$ cat config.mk
export PLATFORM = sky130hd
export DESIGN_NAME = eth10_tx_scheduler
export DESIGN_NICKNAME = d
export VERILOG_FILES = /design/src/rtl/eth10_tx_scheduler.sv
export SDC_FILE = /design/constraint.sdc
export NUM_CORES = 1
export LEC_CHECK = 0
export ABC_AREA = 1
export CAP_MARGIN = 20
export CORE_AREA = 2 2 83 85
export CTS_CLUSTER_DIAMETER = 200
export DETAILED_ROUTE_END_ITERATION = 8
export DIE_AREA = 0 0 85 87
export GPL_ROUTABILITY_DRIVEN = 0
export PLACE_DENSITY = 0.91
export SLEW_MARGIN = 20
export SYNTH_ARGS = -nofsm -noshare
export SYNTH_HDL_FRONTEND = slang
export SYNTH_SLANG_ARGS = --single-unit
$ cat constraint.sdc
create_clock -name clk -period 2.92 [get_ports clk]
set_clock_uncertainty 0.1 [all_clocks]
set_input_delay 0.73 -clock clk [delete_from_list [all_inputs] [get_ports clk]]
set_output_delay 0.73 -clock clk [all_outputs]
set_load 0.01 [all_outputs]
$ cat src/rtl/eth10_tx_scheduler.sv
// eth10_tx_scheduler: frame and link-pulse sequencer for a 10BASE-T Manchester
// transmitter on a 20 MHz clock. Two-source round-robin arbitration, inter-packet
// gap, per-frame watchdog, idle Normal Link Pulses and a stretched TX LED.
// Every output is driven straight from a register.
module eth10_tx_scheduler #(
   parameter int unsigned IPG_CYCLES       = 192,
   parameter int unsigned NLP_PERIOD       = 320000,
   parameter int unsigned NLP_WIDTH        = 2,
   parameter int unsigned MAX_FRAME_CYCLES = 25000,
   parameter int unsigned LED_HOLD         = 1000000
) (
   input  logic       clk,
   input  logic       rst,
   input  logic       en,
   input  logic [1:0] req,
   output logic [1:0] grant,
   output logic       tx_start,
   output logic       tx_sel,
   input  logic       tx_done,
   output logic       tx_nlp,
   output logic       busy,
   output logic       led_tx,
   output logic       err_timeout
);

   localparam int unsigned IPG_W = $clog2(IPG_CYCLES + 1);
   localparam int unsigned NLP_W = $clog2(NLP_PERIOD + 1);
   localparam int unsigned NPW_W = $clog2(NLP_WIDTH + 1);
   localparam int unsigned WD_W  = $clog2(MAX_FRAME_CYCLES + 1);
   localparam int unsigned LED_W = $clog2(LED_HOLD + 1);

   localparam logic [IPG_W-1:0] IPG_LAST = IPG_W'(IPG_CYCLES - 1);
   localparam logic [NLP_W-1:0] NLP_LAST = NLP_W'(NLP_PERIOD - 1);
   localparam logic [NPW_W-1:0] NPW_LAST = NPW_W'(NLP_WIDTH - 1);
   localparam logic [WD_W-1:0]  WD_LAST  = WD_W'(MAX_FRAME_CYCLES - 1);
   localparam logic [LED_W-1:0] LED_LOAD = LED_W'(LED_HOLD);

   typedef enum logic [2:0] {
      S_IDLE,
      S_START,
      S_BUSY,
      S_IPG,
      S_NLP
   } state_t;

   state_t           state_q;
   logic [1:0]       grant_q;
   logic             tx_start_q;
   logic             tx_sel_q;
   logic             tx_nlp_q;
   logic             busy_q;
   logic             led_q;
   logic             err_q;
   logic             last_grant_q;
   logic [IPG_W-1:0] ipg_cnt_q;
   logic [NLP_W-1:0] nlp_cnt_q;
   logic [NPW_W-1:0] npw_cnt_q;
   logic [WD_W-1:0]  wd_cnt_q;
   logic [LED_W-1:0] led_cnt_q;

   logic             winner_d;
   logic [LED_W-1:0] led_cnt_d;

   // Round-robin winner for the current request pattern and LED stretch countdown
   always_comb begin
      winner_d = 1'b0;
      if (req == 2'b11) begin
         winner_d = ~last_grant_q;
      end else if (req == 2'b10) begin
         winner_d = 1'b1;
      end
      led_cnt_d = led_cnt_q;
      if (led_cnt_q != '0) begin
         led_cnt_d = led_cnt_q - LED_W'(1);
      end
   end

   // Scheduler FSM with all counters and registered outputs
   always_ff @(posedge clk) begin
      if (rst) begin
         state_q      <= S_IDLE;
         grant_q      <= '0;
         tx_start_q   <= 1'b0;
         tx_sel_q     <= 1'b0;
         tx_nlp_q     <= 1'b0;
         busy_q       <= 1'b0;
         led_q        <= 1'b0;
         err_q        <= 1'b0;
         last_grant_q <= 1'b1;
         ipg_cnt_q    <= '0;
         nlp_cnt_q    <= '0;
         npw_cnt_q    <= '0;
         wd_cnt_q     <= '0;
         led_cnt_q    <= '0;
      end else begin
         grant_q    <= '0;
         tx_start_q <= 1'b0;
         err_q      <= 1'b0;
         led_cnt_q  <= led_cnt_d;
         led_q      <= (led_cnt_d != '0);

         unique case (state_q)
            S_IDLE: begin
               if (en && (nlp_cnt_q != NLP_LAST)) begin
                  nlp_cnt_q <= nlp_cnt_q + NLP_W'(1);
               end
               // A pending frame request takes priority over a due link pulse
               if (en && (req != 2'b00)) begin
                  state_q      <= S_START;
                  tx_start_q   <= 1'b1;
                  grant_q      <= winner_d ? 2'b10 : 2'b01;
                  tx_sel_q     <= winner_d;
                  last_grant_q <= winner_d;
                  busy_q       <= 1'b1;
                  led_q        <= 1'b1;
                  nlp_cnt_q    <= '0;
               end else if (en && (nlp_cnt_q == NLP_LAST)) begin
                  state_q   <= S_NLP;
                  tx_nlp_q  <= 1'b1;
                  busy_q    <= 1'b1;
                  npw_cnt_q <= '0;
               end
            end

            S_START: begin
               state_q  <= S_BUSY;
               wd_cnt_q <= '0;
               led_q    <= 1'b1;
            end

            S_BUSY: begin
               led_q <= 1'b1;
               // tx_done wins over a watchdog expiry in the same cycle
               if (tx_done) begin
                  state_q   <= S_IPG;
                  ipg_cnt_q <= '0;
                  led_cnt_q <= LED_LOAD;
                  led_q     <= (LED_LOAD != '0);
               end else if (wd_cnt_q == WD_LAST) begin
                  state_q   <= S_IPG;
                  err_q     <= 1'b1;
                  ipg_cnt_q <= '0;
                  led_cnt_q <= LED_LOAD;
                  led_q     <= (LED_LOAD != '0);
               end else begin
                  wd_cnt_q <= wd_cnt_q + WD_W'(1);
               end
            end

            S_IPG: begin
               if (en && (nlp_cnt_q != NLP_LAST)) begin
                  nlp_cnt_q <= nlp_cnt_q + NLP_W'(1);
               end
               if (ipg_cnt_q == IPG_LAST) begin
                  state_q <= S_IDLE;
                  busy_q  <= 1'b0;
               end else begin
                  ipg_cnt_q <= ipg_cnt_q + IPG_W'(1);
               end
            end

            S_NLP: begin
               if (npw_cnt_q == NPW_LAST) begin
                  state_q   <= S_IDLE;
                  tx_nlp_q  <= 1'b0;
                  busy_q    <= 1'b0;
                  nlp_cnt_q <= '0;
               end else begin
                  npw_cnt_q <= npw_cnt_q + NPW_W'(1);
               end
            end

            default: begin
               state_q  <= S_IDLE;
               tx_nlp_q <= 1'b0;
               busy_q   <= 1'b0;
            end
         endcase
      end
   end

   assign grant       = grant_q;
   assign tx_start    = tx_start_q;
   assign tx_sel      = tx_sel_q;
   assign tx_nlp      = tx_nlp_q;
   assign busy        = busy_q;
   assign led_tx      = led_q;
   assign err_timeout = err_q;

endmodule
After elaboration in Yosys (flattened, before gate mapping)
Cells that the tools add are included.

Register bits after elaboration: 76. Input port bits: 6. Output and inout port bits: 8. Word-level logic and storage cells: 110.

Add/subtract/negate cells: 5. Equality and inequality tests: 21. Muxes and demuxes: 40. Bitwise gates (word level): 6. Reductions and logical operators: 24.

Operators with widths (count): $mux 20 (4); $mux 19 (3); $pmux 19 s3 (1); $reduce_bool 20->1 (2); $mux 15 (2); $pmux 15 s2 (1); $mux 8 (3); $sub 20x1->20 const B (1); $add 19x1->19 const B (1); $eq 19x19->1 const B (1); $ne 19x19->1 const B (1); $mux 3 (6); $ne 2x2->1 const B (8); $pmux 8 s2 (1); $reduce_and 4->1 (4); $add 15x1->15 const B (1); $eq 15x15->1 const B (1); $pmux 3 s5 (1); $mux 1 (10); $reduce_or 3->1 (3); $add 8x1->8 const B (1); $eq 8x8->1 const B (1); $mux 2 (4); $reduce_bool 2->1 (4); 18 further kinds (31).

Longest topological paths before layout
Gate-level depths: netlist of the first run.

Depth in word-level cells: 5. Mapped depth: 13. Mapped depth without buffers: 13.

Worst setup path after synthesis of the first run
Ideal clock, no wire load.

Kind: register to register. Start point: register wd_cnt_q[0]. End point: register wd_cnt_q[0]. Setup time: 116 ps. Arrival: 1620 ps. Path slack: 1083 ps. Cell stages (with the launch flop): 9. Buffers on the path: 1. Clock period less this slack: 1837 ps. Cells stage by stage: dfxtp_1 > ha_1 > nand2_1 > nor4_1 > nand3_1 > nand2_1 > nand2_2 > buf_4 > o211a_1.

Longest elaborated chain between the ends: 4. Elaborated cells between the ends (all ways): 7. Classes of those cells: add/sub: 1; eq/ne: 2; mux: 3; reduce/logical: 1.

Ends and longest elaborated chain: start, declared (line 58) `logic [WD_W-1:0] wd_cnt_q;`; start signal, assigned (line 146) `wd_cnt_q <= wd_cnt_q + WD_W'(1);`; $add 15x1->15 (line 146); $mux 15 (line 139) `end else if (wd_cnt_q == WD_LAST) begin`; $mux 15 (line 134) `if (tx_done) begin`; $pmux 15 s2 (line 102) `unique case (state_q)`.

Parallel ways exist; a longest one is shown, timed or not. The select of a mux whose other input is x is not followed. A chain may end at the register's enable or synchronous reset.

Worst setup path in the final report of the first run
Start point: input port en. End point: register nlp_cnt_q[14].

Longest elaborated chain between the ends: 4. Elaborated cells between the ends (all ways): 5. Classes of those cells: mux: 3; reduce/logical: 2.

Ends and longest elaborated chain: start, declared (line 14) `input logic en,`; $logic_and 1x1->1 (line 104, 151); $mux 19; $mux 19 (line 108) `if (en && (req != 2'b00)) begin`; $pmux 19 s3 (*) (line 102); end signal, assigned (line 105) `nlp_cnt_q <= nlp_cnt_q + NLP_W'(1);`; end signal, assigned (line 152) `nlp_cnt_q <= nlp_cnt_q + NLP_W'(1);`; end, declared (line 56) `logic [NLP_W-1:0] nlp_cnt_q;`.

Mark *: on every way between the ends. The rest lies on a longest branch, timed or not.

==> flow_summary.json, run 1 <==
{
  "synth.most_common_cell": "nand2_1",
  "place_ws_ns": 0.2537,
  "wl_um": 9128,
  "yosysSeqAreaShare_pct": 36.53,
  "cts_tree": "done",
  "grt_pass1_vias": 3686,
  "hold_violations": 0,
  "cp.required_ns": 3.12,
  "r2r-start": "wd_cnt_q[0]$_SDFFE_PP0P_",
  "die_y_um": 87,
  "grt_pass1_wl_um": 15770,
  "synth_edf_count": 0,
  "fin_util_pct": 69.75,
  "cts_buffer_depth": 2,
  "crit_arrival_ns": 2.52,
  "worstReg2RegEnd": "ipg_cnt_q[1]$_SDFFE_PP0P_",
  "setup_tns_ns": 0,
  "grt_max_degree": 20,
  "rows": 30,
  "r2r_slack_ns": 0.63,
  "p_leak_nw": 1.832,
  "fillers": 504,
  "ys_types": 41,
  "path_max_fanout": 13,
  "cts-root-buf": "clkbuf_8",
  "ys.flop_type": "dfxtp_1",
  "irDropWorstVdd_mv": 0.8482,
  "path_clk_slew_ns": 0.08,
  "antenna_left": 0,
  "fp.dieW_um": 85,
  "holdBufCountCts": 0,
  "cts_resized": 0,
  "syn_area_per_cell_um2": 6.740,
  "drt-pass1-iter-count": 5,
  "final.period_utilization_pct": 79.47,
  "hp-class": "flop to flop",
  "critPathLaunch": "en",
  "start_util_pct": 63.41,
  "finalNetCount": 646,
  "post_cts_buffers": 0,
  "post-route-min-period_ns": 2.320,
  "yosys-top-cells-area": "dfxtp_1, nand2_1, nor2_1, a21oi_1, inv_1",
  "rsz0062_at_grt": "no",
  "multiInputGateArea_um2": 2328,
  "track_usage_pct": 26.18,
  "relSlewSlack_pct": 72.35,
  "coreArea_um2": 6569,
  "critPathKind": "primary input to flop",
  "whs_path_depth": 2,
  "htree_levels": 3,
  "min_from": "nlp_cnt_q[5]$_SDFFE_PP0P_",
  "syn_area_um2": 4165,
  "cap_viol_max_count": 0,
  "viasPerCell": 5.650,
  "insertion_delay_ns": 0.36,
  "cts_made_buffers": 9,
  "pin_count": 14,
  "power.density_nw_per_um2": 851.6,
  "synth_seq_cells": 76,
  "die_area_um2": 7395,
  "synth_top_area_share_pct": 36.53,
  "synth_warnings": 0,
  "setup_violations": 0,
  "critPathLaunchType": "primary input",
  "diodes": 0,
  "io_buffers": 13,
  "setup_ws_ns": 0.5996,
  "fmax_ghz": 0.4310,
  "avgRoutedWirePerCell_um": 12.68,
  "regArea_um2": 1521,
  "drc_errors": 0,
  "drt-initial-drc-count": 335,
  "syn2layout_area_growth_pct": 10.00,
  "drive_gt1_share_pct": 9.219,
  "synthTopCellsByCount": "nand2_1, nor2_1, dfxtp_1",
  "tightest_slew_ns": 0.4148,
  "placed_cells": 704,
  "outcome": "complete, no violations",
  "postSynthNetCount": 629,
  "stdcell_count": 720,
  "rr_worst_depth": 10,
  "clock_sinks": 76,
  "worstHoldEndpoint": "nlp_cnt_q[5]$_SDFFE_PP0P_",
  "total_power_mw": 3.902,
  "synth_top_area_cell": "dfxtp_1",
  "grt_remaining_overflow": 0,
  "num_vias": 4068,
  "dpl.hpwl_um": 6700,
  "crit_path_end_kind": "flop",
  "synth_cells": 618,
  "antenna_found_initial": 0,
  "synthArstFlopShare_pct": 0,
  "final_max_slew_viol_count": 0
}
power by group:
part           leakage (nW)  switching, mW  internal, mW
Clock                 0.102          0.403         0.481
Combinational          1.11           1.13         0.566
Sequential            0.618          0.142          1.18
sequential cells by signal, indices dropped and copies added (netlist names):
signal	cells
busy	1
err_timeout	1
grant	2
ipg_cnt_q	8
last_grant_q	1
led_cnt_q	20
led_tx	1
nlp_cnt_q	19
npw_cnt_q	2
state_q	3
tx_nlp	1
tx_sel	1
tx_start	1
wd_cnt_q	15
cells by family (layout without fill, tap and decap cells):
| kind of cell | count (synthesis) | in the layout | synth area share [%] |
|---|---|---|---|
| AOI/OAI and AO/OA | 78 | 78 | 10.45 |
| xor gates and xnor gates | 19 | 19 | 3.995 |
| adders and majority gates | 5 | 5 | 1.502 |
| buffers and inverters | 79 | 101 | 7.570 |
| DFF | 76 | 76 | 36.53 |
| and+or+nand+nor | 361 | 361 | 39.95 |
area by class of cell:
| type | instances | share of cell area (%) |
|---|---|---|
| well taps | 80 | 2.185 |
| clock inverters | 6 | 1.939 |
| multi-input cells | 463 | 50.82 |
| flip-flops and latches | 76 | 33.21 |
| inverters | 68 | 5.571 |
| repair buffers | 17 | 3.495 |
| clock buffers | 10 | 2.785 |
layout by cell type, fill, tap and decap left out, drive strengths merged, types with 4 or more instances in the layout:
cell           Yosys  final
ha                 5      5
nand2            157    157
nor4               4      4
nand4             18     18
clkdlybuf4s50      0     13
inv               68     68
o21ai             19     19
buf                6      4
nand3             44     44
clkbuf             5     10
dfxtp             76     76
a21oi             49     49
xor2              16     16
nor2             102    102
nor3              21     21
nand3b             9      9
metrics by stage:
| stage | hold slack [ns] | instance area (µm²) |
|---|---|---|
| 2_1_floorplan | 0.3239 | 4165 |
| 3_3_place_gp | 0.3485 | 4365 |
| 3_5_place_dp | 0.3542 | 4365 |
| 4_1_cts | 0.3750 | 4582 |
| 5_1_grt | 0.3886 | 4582 |
| 6_report | 0.3730 | 4582 |
how the worst max path moves through the flow:
stage	to	depth (start not counted)
6_report	nlp_cnt_q[14]$_SDFFE_PP0P_	9
5_1_grt	ipg_cnt_q[1]$_SDFFE_PP0P_	10
4_1_cts	nlp_cnt_q[14]$_SDFFE_PP0P_	9
3_5_place_dp	nlp_cnt_q[14]$_SDFFE_PP0P_	9
3_3_place_gp	nlp_cnt_q[14]$_SDFFE_PP0P_	9
2_1_floorplan	wd_cnt_q[0]$_SDFFE_PP0P_	8
metal layers:
metal | vias up | global-route usage (%) | routed length (µm) | part of all wire, %
li1 | 2047 | - | - | -
met1 | 1832 | 31.72 | 3963 | 43
met2 | 164 | 45.03 | 4391 | 48
met3 | 25 | 6.635 | 583 | 6.4
met4 | 0 | 9.524 | 189 | 2.1
met5 | - | 0 | 0 | 0
worst max-delay path, stage by stage:
cell	delay, ns
clkdlybuf4s50_1	0.44
inv_1	0.15
nor2_1	0.08
inv_1	0.10
o21ai_0	0.16
a31oi_4	0.41
inv_2	0.16
a21oi_1	0.15
o21a_1	0.13
Note: power is estimated with default switching activity, not from simulation.
==> inputs of run 2 (changes only) <==
CORE_AREA = 2 2 91 93   (was 2 2 83 85)
DIE_AREA = 0 0 93 95   (was 0 0 85 87)
PLACE_DENSITY = 0.81   (was 0.91)
clock period = 2 ns   (was 2.92 ns; I/O delays follow)
==> run 2 against run 1 <==
  * Final cell count up 7.4%
  * Register-to-register slack worse by 0.53 ns
  * Total power up 62%
  * Global-route usage down 2.7 points
  * Hold slack worse by 0.015 ns
  * Flip-flop and latch count unchanged
  * Die area up 19%
  * Setup slack worse by 0.50 ns
  * Design area up 8.4%
  * Critical path type is now flop to flop
  * Largest cell class unchanged
==> flow_summary.json, run 2 (synthesis results as in run 1) <==
{
  "insertion_delay_ns": 0.36,
  "pin_count": 14,
  "crit_path_end_kind": "flop",
  "holdBufCountCts": 0,
  "path_clk_slew_ns": 0.08,
  "viasPerCell": 5.408,
  "cts_buffer_depth": 2,
  "setup_ws_ns": 0.1029,
  "cts-root-buf": "clkbuf_8",
  "crit_arrival_ns": 2.05,
  "rows": 33,
  "hp-class": "flop to flop",
  "drt-initial-drc-count": 300,
  "critPathMaxStageDelay_ns": 0.34,
  "final_max_slew_viol_count": 0,
  "grt_remaining_overflow": 0,
  "rsz0062_at_grt": "yes",
  "coreArea_um2": 7928,
  "post-route-min-period_ns": 1.897,
  "largest_reg_flops": 20,
  "crit_slowest_cell": "dfxtp_1",
  "die_area_um2": 8835,
  "reg.largest.list": "led_cnt_q (20), nlp_cnt_q (19), wd_cnt_q (15)",
  "critPathKind": "flop to flop",
  "cp.required_ns": 2.15,
  "hold_violations": 0,
  "clock_sinks": 76,
  "start_util_pct": 52.54,
  "drt-pass1-iter-count": 5,
  "num_vias": 4180,
  "diodes": 0,
  "drc_errors": 0,
  "antenna_found_initial": 0,
  "final.period_utilization_pct": 94.86,
  "setup_violations": 0,
  "p_leak_nw": 2.006,
  "power.density_nw_per_um2": 1270,
  "fp.dieW_um": 93,
  "dpl.hpwl_um": 7124,
  "place_ws_ns": -0.1262,
  "path_max_fanout": 8,
  "cp_common_cell": "nand2_1",
  "cap_viol_max_count": 0,
  "regMostFlops": "led_cnt_q",
  "avgRoutedWirePerCell_um": 13.11,
  "cts_made_buffers": 9,
  "worstPathCellList": "inv_2, ha_2, nand2_2, nor2_4, buf_4, nand3_4, nand2_1, nand2_1, nor2_1, nand2_1, nor2_1, a21oi_1",
  "track_usage_pct": 23.45,
  "die_y_um": 95,
  "syn2layout_area_growth_pct": 19.22,
  "irDropWorstVdd_mv": 0.6160,
  "setup_tns_ns": 0,
  "outcome": "complete, no violations",
  "grt_pass1_wl_um": 16820,
  "htree_levels": 3,
  "critPathLaunchType": "flop",
  "finalNetCount": 675,
  "final_common_cell": "nand2_1",
  "final_cell_mix": "nand2_1, nor2_1, dfxtp_1",
  "wl_um": 10130,
  "cts_tree": "done",
  "fmax_ghz": 0.5271,
  "relSlewSlack_pct": 71.76,
  "antenna_left": 0,
  "grt_pass1_vias": 3770,
  "drive_gt1_share_pct": 16.02,
  "grt_max_degree": 20,
  "io_buffers": 13,
  "tightest_slew_ns": 0.4197
}
[run 2: changes by cell type in the layout (fill, tap and decap cells not counted), sizes merged]
cell      change
buf          +28
nand3         +1
clkinvlp      -1
clkinv        -1
clkbuf        +1
[run 2: final cells by class]
cell class	count	area (µm²)
sequential	76	1525
inverter	68	255.2
timing repair buffer	45	386.6
clock inverter	4	72.57
tap	105	131.4
fill	681	2962
multi-input combinational	464	2444
clock buffer	11	151.4
[run 2: worst paths after layout]
kind	from	endpoint	slack, ns	cells past startpoint
worst max register to register	led_cnt_q[0]$_SDFF_PP0_	led_tx$_SDFF_PP0_	0.10	12
worst min register to register	nlp_cnt_q[0]$_SDFFE_PP0P_	nlp_cnt_q[0]$_SDFFE_PP0P_	0.36	1
worst min-delay path	nlp_cnt_q[0]$_SDFFE_PP0P_	nlp_cnt_q[0]$_SDFFE_PP0P_	0.36	1
worst max-delay path	led_cnt_q[0]$_SDFF_PP0_	led_tx$_SDFF_PP0_	0.10	12
[run 2: repair_timing]
action,CTS,global route
gates resized for setup,0,30
buffers inserted,0,6
setup endpoints to repair,0,57
endpoints found under the hold margin,0,0
[run 2: power by group]
part / internal, mW / switching (mW)
Sequential: 1.73 / 0.222
Combinational: 1.12 / 1.90
Clock: 0.762 / 0.569
[run 2: through the flow]
stage | hold WS [ns] | total power, mW | instance area [µm²] | util [%] | std cells
after CTS | 0.3681 | 5.971 | 4798 | 60.53 | 766
after floorplan | 0.3239 | 3.880 | 4165 | - | 618
final | 0.3581 | 6.307 | 4966 | 62.64 | 773
after global placement | 0.3448 | 4.529 | 4574 | 57.70 | 751
after global routing | 0.3916 | 6.725 | 4966 | 62.64 | 773
after detailed placement | 0.3580 | 4.627 | 4574 | 57.70 | 751
[run 2: worst max-delay path: cells and delay by family (launching register included)]
kind,cells,cell delay [ns]
compound gates,1,0.07
simple gates,8,0.86
fa+ha+maj,1,0.19
buf+inv,2,0.24
flops,1,0.34
[run 2: metal layers]
| layer | track usage [%] | vias to the layer above | share of wire (%) |
|---|---|---|---|
| met4 | 8.824 | 0 | 2.1 |
| li1 | - | 2105 | - |
| met5 | 0 | - | 0 |
| met2 | 38.10 | 122 | 46 |
| met3 | 3.831 | 23 | 5.4 |
| met1 | 31.43 | 1930 | 46 |
==> inputs of run 3 (changes only) <==
SKIP_CTS_REPAIR_TIMING = 1   (was not set)
==> results of run 3 <==
The final DEF is identical to that of run 2; final timing and power are the same.
